$ cat src/rtl/alu_muldiv_pkg.sv
// alu_muldiv_pkg: shared ALU func codes, HI/LO widths and muldiv state encoding
package alu_muldiv_pkg;
    function automatic int util_math_log2(input int v);
        return $clog2(v);
    endfunction
    localparam int DATA_W = 32;
    localparam int CNT_W = util_math_log2(DATA_W) + 1;
    typedef enum logic [3:0] {
        F_ADD, F_SUB, F_AND, F_OR, F_XOR, F_SLT,
        F_MULU, F_MULS, F_DIVU, F_DIVS,
        F_MTHI, F_MTLO, F_MFHI, F_MFLO
    } alu_func_l;
    // Kept as plain localparams so the hazard unit can decode busy from the raw state.
    localparam logic [1:0] ST_IDLE = 2'd0;
    localparam logic [1:0] ST_RUN = 2'd1;
    localparam logic [1:0] ST_FIX = 2'd2;
    typedef enum logic [1:0] {IDLE = ST_IDLE, RUN = ST_RUN, FIX = ST_FIX} muldiv_state_e;
endpackage

$ cat src/rtl/alu_muldiv_if.sv
// alu_muldiv_if: request/read-back/HI-LO bundle; cancel exists only with ALU_MULDIV_CANCEL_EN
interface alu_muldiv_if;
    import alu_muldiv_pkg::*;
    logic req_valid;
    logic req_ready;
    alu_func_l func;
    logic [DATA_W-1:0] data1;
    logic [DATA_W-1:0] data2;
    logic rd_valid;
    logic [DATA_W-1:0] rd_data;
    logic busy;
    logic [DATA_W-1:0] hi;
    logic [DATA_W-1:0] lo;
    logic div0;
`ifdef ALU_MULDIV_CANCEL_EN
    logic cancel;
    modport master (output req_valid, func, data1, data2, cancel,
                    input req_ready, rd_valid, rd_data, busy, hi, lo, div0);
    modport slave (input req_valid, func, data1, data2, cancel,
                   output req_ready, rd_valid, rd_data, busy, hi, lo, div0);
`else
    modport master (output req_valid, func, data1, data2,
                    input req_ready, rd_valid, rd_data, busy, hi, lo, div0);
    modport slave (input req_valid, func, data1, data2,
                   output req_ready, rd_valid, rd_data, busy, hi, lo, div0);
`endif
endinterface

$ cat src/rtl/alu_muldiv_step.sv
// alu_muldiv_step: one radix-2 shift-add (multiply) or restoring subtract (divide) iteration
module alu_muldiv_step
    import alu_muldiv_pkg::*;
(
    input  logic              i_mul,
    input  logic [DATA_W-1:0] i_rem,
    input  logic [DATA_W-1:0] i_q,
    input  logic [DATA_W-1:0] i_op,
    output logic [DATA_W-1:0] o_rem,
    output logic [DATA_W-1:0] o_q
);
    logic [DATA_W:0] w_sum;
    logic [DATA_W:0] w_shl;
    logic [DATA_W:0] w_diff;
    assign w_sum = {1'b0, i_rem} + (i_q[0] ? {1'b0, i_op} : '0);
    assign w_shl = {i_rem, i_q[DATA_W-1]};
    assign w_diff = w_shl - {1'b0, i_op};
    assign o_rem = i_mul ? w_sum[DATA_W:1] : (w_diff[DATA_W] ? w_shl[DATA_W-1:0] : w_diff[DATA_W-1:0]);
    assign o_q = i_mul ? {w_sum[0], i_q[DATA_W-1:1]} : {i_q[DATA_W-2:0], ~w_diff[DATA_W]};
endmodule

$ cat src/rtl/alu_muldiv.sv
// alu_muldiv: iterative multiply/divide unit owning HI/LO with Mthi/Mtlo/Mfhi/Mflo access.
// Define ALU_MULDIV_CANCEL_EN to add the cancel input that flushes an in-flight op.
module alu_muldiv
    import alu_muldiv_pkg::*;
(
    input logic i_clk,
    input logic i_rst,
    alu_muldiv_if.slave io_bus
);
    muldiv_state_e r_state, w_next;
    logic [CNT_W-1:0] r_cnt;
    logic [DATA_W-1:0] r_rem, r_q, r_op, r_hi, r_lo, r_rd_data;
    logic r_mul, r_s1, r_s2, r_div0, r_rd_valid;
    logic w_accept, w_is_mul, w_is_div, w_sgn, w_start, w_rd, w_cancel, w_last, w_fix_wr, w_div0;
    logic [DATA_W-1:0] w_a1, w_a2, w_step_rem, w_step_q, w_quo, w_rem_s, w_new_hi, w_new_lo;
    logic [2*DATA_W-1:0] w_prod, w_prod_s;

    assign w_accept = io_bus.req_valid && r_state == IDLE;
    assign w_is_mul = io_bus.func == F_MULU || io_bus.func == F_MULS;
    assign w_is_div = io_bus.func == F_DIVU || io_bus.func == F_DIVS;
    assign w_sgn = io_bus.func == F_MULS || io_bus.func == F_DIVS;
    assign w_start = w_accept && (w_is_mul || w_is_div);
    assign w_rd = w_accept && (io_bus.func == F_MFHI || io_bus.func == F_MFLO);
`ifdef ALU_MULDIV_CANCEL_EN
    assign w_cancel = io_bus.cancel && r_state != IDLE;
`else
    assign w_cancel = 1'b0;
`endif
    assign w_last = r_cnt == CNT_W'(DATA_W - 1);
    assign w_fix_wr = r_state == FIX && !w_cancel;
    assign w_a1 = (w_sgn && io_bus.data1[DATA_W-1]) ? -io_bus.data1 : io_bus.data1;
    assign w_a2 = (w_sgn && io_bus.data2[DATA_W-1]) ? -io_bus.data2 : io_bus.data2;

    alu_muldiv_step u_step (
        .i_mul(r_mul),
        .i_rem(r_rem),
        .i_q  (r_q),
        .i_op (r_op),
        .o_rem(w_step_rem),
        .o_q  (w_step_q)
    );

    // With a zero divisor the restoring loop leaves the dividend in r_rem and all ones in r_q,
    // so re-signing the remainder yields the raw data1 that HI must receive.
    assign w_prod = {r_rem, r_q};
    assign w_prod_s = (r_s1 ^ r_s2) ? -w_prod : w_prod;
    assign w_div0 = r_op == '0;
    assign w_quo = (r_s1 ^ r_s2) ? -r_q : r_q;
    assign w_rem_s = r_s1 ? -r_rem : r_rem;
    assign w_new_hi = r_mul ? w_prod_s[2*DATA_W-1:DATA_W] : w_rem_s;
    assign w_new_lo = r_mul ? w_prod_s[DATA_W-1:0] : (w_div0 ? '1 : w_quo);

    always_comb begin
        w_next = r_state;
        if (w_cancel)
            w_next = IDLE;
        else if (r_state == IDLE)
            w_next = w_start ? RUN : IDLE;
        else if (r_state == RUN)
            w_next = w_last ? FIX : RUN;
        else
            w_next = IDLE;
    end

    always_ff @(posedge i_clk or posedge i_rst) begin
        if (i_rst)
            r_state <= IDLE;
        else
            r_state <= w_next;
    end

    always_ff @(posedge i_clk or posedge i_rst) begin
        if (i_rst) begin
            r_cnt <= '0;
            r_rem <= '0;
            r_q <= '0;
            r_op <= '0;
            r_mul <= 1'b0;
            r_s1 <= 1'b0;
            r_s2 <= 1'b0;
            r_hi <= '0;
            r_lo <= '0;
            r_div0 <= 1'b0;
            r_rd_data <= '0;
            r_rd_valid <= 1'b0;
        end else begin
            r_rd_valid <= w_rd;
            r_rd_data <= w_rd ? (io_bus.func == F_MFHI ? r_hi : r_lo) : r_rd_data;
            r_hi <= w_fix_wr ? w_new_hi : (w_accept && io_bus.func == F_MTHI) ? io_bus.data1 : r_hi;
            r_lo <= w_fix_wr ? w_new_lo : (w_accept && io_bus.func == F_MTLO) ? io_bus.data1 : r_lo;
            r_div0 <= (w_fix_wr && !r_mul) ? w_div0 : r_div0;
            if (w_start) begin
                r_mul <= w_is_mul;
                r_s1 <= w_sgn && io_bus.data1[DATA_W-1];
                r_s2 <= w_sgn && io_bus.data2[DATA_W-1];
                r_rem <= '0;
                r_q <= w_is_mul ? w_a2 : w_a1;
                r_op <= w_is_mul ? w_a1 : w_a2;
                r_cnt <= '0;
            end else if (r_state == RUN) begin
                r_rem <= w_step_rem;
                r_q <= w_step_q;
                r_cnt <= r_cnt + 1'b1;
            end
        end
    end

    assign io_bus.req_ready = r_state == IDLE;
    assign io_bus.busy = r_state != IDLE;
    assign io_bus.rd_valid = r_rd_valid;
    assign io_bus.rd_data = r_rd_data;
    assign io_bus.hi = r_hi;
    assign io_bus.lo = r_lo;
    assign io_bus.div0 = r_div0;
endmodule

$ cat src/flat_wrapper.sv
// flat-port wrapper written by rule: the top's interface ports become plain ports
module alu_muldiv_flat import alu_muldiv_pkg::*;
  (i_clk, i_rst, io_bus_req_valid, io_bus_func, io_bus_data1, io_bus_data2, io_bus_req_ready, io_bus_rd_valid, io_bus_rd_data, io_bus_busy, io_bus_hi, io_bus_lo, io_bus_div0);
  alu_muldiv_if io_bus_i ();
  input logic i_clk;
  input logic i_rst;
  input wire logic [$bits(io_bus_i.req_valid)-1:0] io_bus_req_valid;
  input wire logic [$bits(io_bus_i.func)-1:0] io_bus_func;
  input wire logic [$bits(io_bus_i.data1)-1:0] io_bus_data1;
  input wire logic [$bits(io_bus_i.data2)-1:0] io_bus_data2;
  output wire logic [$bits(io_bus_i.req_ready)-1:0] io_bus_req_ready;
  output wire logic [$bits(io_bus_i.rd_valid)-1:0] io_bus_rd_valid;
  output wire logic [$bits(io_bus_i.rd_data)-1:0] io_bus_rd_data;
  output wire logic [$bits(io_bus_i.busy)-1:0] io_bus_busy;
  output wire logic [$bits(io_bus_i.hi)-1:0] io_bus_hi;
  output wire logic [$bits(io_bus_i.lo)-1:0] io_bus_lo;
  output wire logic [$bits(io_bus_i.div0)-1:0] io_bus_div0;
  assign io_bus_i.req_valid = io_bus_req_valid;
  assign io_bus_i.func = io_bus_func;
  assign io_bus_i.data1 = io_bus_data1;
  assign io_bus_i.data2 = io_bus_data2;
  assign io_bus_req_ready = io_bus_i.req_ready;
  assign io_bus_rd_valid = io_bus_i.rd_valid;
  assign io_bus_rd_data = io_bus_i.rd_data;
  assign io_bus_busy = io_bus_i.busy;
  assign io_bus_hi = io_bus_i.hi;
  assign io_bus_lo = io_bus_i.lo;
  assign io_bus_div0 = io_bus_i.div0;
  alu_muldiv u_core (.i_clk(i_clk), .i_rst(i_rst), .io_bus(io_bus_i));
endmodule
$ cat config.mk
export PLATFORM = sky130hd
export DESIGN_NAME = alu_muldiv_flat
export DESIGN_NICKNAME = d
export VERILOG_FILES = /design/src/rtl/alu_muldiv_pkg.sv /design/src/rtl/alu_muldiv_if.sv /design/src/rtl/alu_muldiv_step.sv /design/src/rtl/alu_muldiv.sv /design/src/flat_wrapper.sv
export SDC_FILE = /design/constraint.sdc
export NUM_CORES = 1
export LEC_CHECK = 0
export ABC_AREA = 1
export CAP_MARGIN = 40
export CORE_AREA = 4 4 193 195
export DETAILED_ROUTE_END_ITERATION = 8
export DIE_AREA = 0 0 197 199
export DONT_BUFFER_PORTS = 1
export PLACE_DENSITY = 0.72
export SLEW_MARGIN = 5
export SYNTH_ARGS = -nofsm -noshare
export SYNTH_HDL_FRONTEND = slang
export SYNTH_SLANG_ARGS = --single-unit
$ cat constraint.sdc
create_clock -name i_clk -period 6.3 [get_ports i_clk]
set_input_delay 0.315 -clock i_clk [delete_from_list [all_inputs] [get_ports i_clk]]
set_output_delay 0.315 -clock i_clk [all_outputs]
set_load 0.01 [all_outputs]
==> flow_summary.ini <==
[status]
outcome = complete, no violations

[routing]
first_pass_iters = 7
wl_um = 86740
drcViolationCount = 0
wire_per_inst_um = 23.86
routed_via_density = 6.277
antenna_left = 0
initialDrtViolationCount = 3367
vias = 22820

[clock_tree]
cts_root_buf = clkbuf_16
cts_tree = done
cts_resized = 0
cts_sinks = 205
cts_max_level = 1
post_cts_buffers = 0
cts_made_buffers = 25
clock_latency_ns = 0.57
holdBufCountCts = 21
clk_path_buf_depth = 3
path_clk_slew_ns = 0.07

[global_route]
antenna_found_initial = 4
overflow = 0
grt_max_degree = 77
grtUsageTotal = 0.4261
grt_pass1_wl_um = 128700
grt_pass1_vias = 21020

[synthesis]
yosys_warnings = 0
syn-cell-area_sq_um = 19300
synth_edf_count = 0
ys_types = 60
syn_avg_cell_area_sq_um = 6.040
ys.flop_type = dfrtp_1
synth_cells = 3196
yosysSeqAreaShare = 0.2658
async_reset_ff_frac = 1.000
synth_seq_cells = 205
syn_nets = 3338

[final_layout]
fin_area_sq_um = 20730
area_growth_pct = 7.402
antennaDiodeCount = 0
nets = 3298
drive_above_1_share = 0.04535

[floorplan]
pin_count = 171
dieArea_sq_um = 39200
dieWidth_um = 197
die-height_um = 199
row_count = 69
core-area_sq_um = 35400
start_util = 0.5454

[placement]
io_buffers = 0
placed_area_sq_um = 19670
post-dp-hpwl_um = 68000
preCtsSetupSlack_ns = 2.988
place_congestion = 1.067

[sta]
fin_skew_ns = 0.03311
rsz0062_at_grt = no
layout_setup_ws_ns = 2.835
finalHoldViolCount = 0
setup-tns-final_ns = 0
final.period_utilization = 0.5501
tightest_slew_ns = 0.8774
slew_headroom = 0.4132
period_minus_slack_ns = 3.465
fmax_mhz = 288.6
setup_viol = 0
maxSlewViolCount = 0

[worst_setup_path]
critPathMaxFanout = 39
cp_common_cell = nand2_1
cp.buffers_inverters = 3
critPathRequiredTime_ns = 6.75
crit_type = reg2reg
worstSetupStartpointType = flip-flop
critPathArrivalTime_ns = 3.91
worst-path-stages = 19
worst_path_max_delay_cell = dfrtp_1
cpPeakStageDelay_ns = 0.48
worstRegToRegCells = 19
critPathTopFamily = simple AND/OR/NAND/NOR gates
crit_path_end_kind = flip-flop
worstPathCellList = inv_1, ha_1, fa_1, inv_1, nand2_1, nand2_1, nand3_1, nand2_2, nand2_1, nand2_1, nand2_1, nand2_1, nand2_2, nand2_4, inv_2, nand2_1, nand3_1, nand2_1, nand2_1

[power]
finalPower_mw = 13.44
p_leak_nw = 10.56
vdd.ir_drop.worst_mv = 0.4482
powerDensity_nw_per_um2 = 648.5

[worst_hold_path]
hold-path-cell-count = 2
hp-class = in2reg

[flow_run]
drv_cap = 0
[cell usage after synthesis (2+ instances only)]
cell type / n / area, sq um
nand2_1: 966 / 3626
inv_1: 470 / 1764
nor2_1: 302 / 1134
nand3_1: 290 / 1451
o21ai_0: 220 / 1101
dfrtp_1: 205 / 5130
a21oi_1: 134 / 670.6
clkbuf_1: 70 / 262.8
ha_1: 69 / 863.3
xor2_1: 51 / 446.7
o22ai_1: 49 / 306.5
nand4_1: 46 / 287.8
nor3_1: 38 / 190.2
o211ai_1: 22 / 165.2
a31oi_1: 19 / 118.9
buf_2: 19 / 95.09
o21ai_1: 19 / 95.09
o21bai_1: 19 / 142.6
nand3b_1: 18 / 135.1
o31ai_1: 17 / 127.6
or2_2: 15 / 93.84
buf_1: 13 / 48.80
inv_2: 12 / 45.04
xnor2_1: 12 / 105.1
nand3_2: 11 / 110.1
nand2_2: 9 / 56.30
nor2_2: 8 / 50.05
o221ai_1: 8 / 70.07
nor2_4: 6 / 67.56
nor4_1: 6 / 37.54
buf_4: 5 / 37.54
a22oi_1: 4 / 30.03
nor3_2: 4 / 40.04
o21a_1: 4 / 30.03
and3_1: 3 / 18.77
a21boi_0: 2 / 15.01
and2_1: 2 / 12.51
buf_6: 2 / 22.52
fa_1: 2 / 40.04
nor3b_1: 2 / 15.01
o21ai_2: 2 / 17.52
o311ai_0: 2 / 17.52
or2_1: 2 / 12.51
[where the power goes]
group | switching [mW] | total [mW] | internal [mW]
registers | 1.35 | 3.31 | 1.95
clock network | 0.660 | 1.54 | 0.881
logic | 5.94 | 8.60 | 2.66
[flip-flops by register name (all words and copies together) (netlist names)]
signal / count
u_core.io_bus.lo: 32
u_core.r_mul: 1
u_core.r_state: 2
u_core.r_op: 32
u_core.io_bus.div0: 1
u_core.r_rem: 32
u_core.io_bus.rd_valid: 1
u_core.r_s1: 1
u_core.r_s2: 1
u_core.io_bus.hi: 32
u_core.io_bus.rd_data: 32
u_core.r_q: 32
u_core.r_cnt: 6
[cells in the final DEF (no fill, tap or decap), types with 21 or more instances in the layout]
cell and n:
a21oi_1 134, clkbuf_16 25, dfrtp_1 204, dlygate4sd3_1 21, ha_1 69, inv_1 469
nand2_1 965, nand3_1 290, nand4_1 46, nor2_1 301, nor3_1 38, o211ai_1 22
o21ai_0 220, o22ai_1 49, xor2_1 51
[final timing paths]
kind	endpoint	slack [ns]	startpoint
worst max-delay path	u_core.r_rem[21]$_DFFE_PP0P_	2.83	u_core.r_q[31]$_DFFE_PP0P_
worst min-delay path	u_core.io_bus.rd_data[30]$_DFFE_PP0P_	0.002	io_bus_func[0]
worst max register to register	u_core.r_rem[21]$_DFFE_PP0P_	2.83	u_core.r_q[31]$_DFFE_PP0P_
worst min register to register	u_core.r_cnt[0]$_DFFE_PP0P_	0.54	u_core.r_cnt[0]$_DFFE_PP0P_
max in group asynchronous	u_core.r_q[28]$_DFFE_PP0P_	4.80	i_rst
min in group asynchronous	u_core.r_rem[29]$_DFFE_PP0P_	0.31	i_rst
[metrics by stage]
stage,instances,utilization,hold WS (ns)
2_1_floorplan,3196,-,0.4541
3_5_place_dp,3569,0.5557,0.2788
6_report,3636,0.5857,0.002032
4_1_cts,3636,0.5857,0.001816
3_3_place_gp,3564,0.5520,0.2771
5_1_grt,3636,0.5857,0.006080
[final cells by class]
cell class	instances	area (sq um)
Clock inverter	11	138.9
Fill cell	3519	14660
Clock buffer	35	713.2
Multi-Input combinational cell	2397	11880
Inverter	483	1821
Sequential cell	205	5131
Tap cell	461	576.8
Timing Repair Buffer	44	475.5
[cell families (layout without fill, tap and decap cells)]
logic type,after synthesis,after routing,synth area share
buffers and inverters,594,573,0.1199
AOI/OAI and AO/OA,530,530,0.1554
DFF,205,205,0.2658
adders and majority gates,71,71,0.04680
and+or+nand+nor,1733,1733,0.3835
xor gates and xnor gates,63,63,0.02858
[routing by layer]
layer,vias up,share of wire,track usage
met5,-,0.00023,0
met4,2,0.046,0.1505
met3,273,0.15,0.1197
met2,1721,0.41,0.6136
met1,10580,0.40,0.6131
li1,10240,-,-
Power figures use the tool's default switching activity.
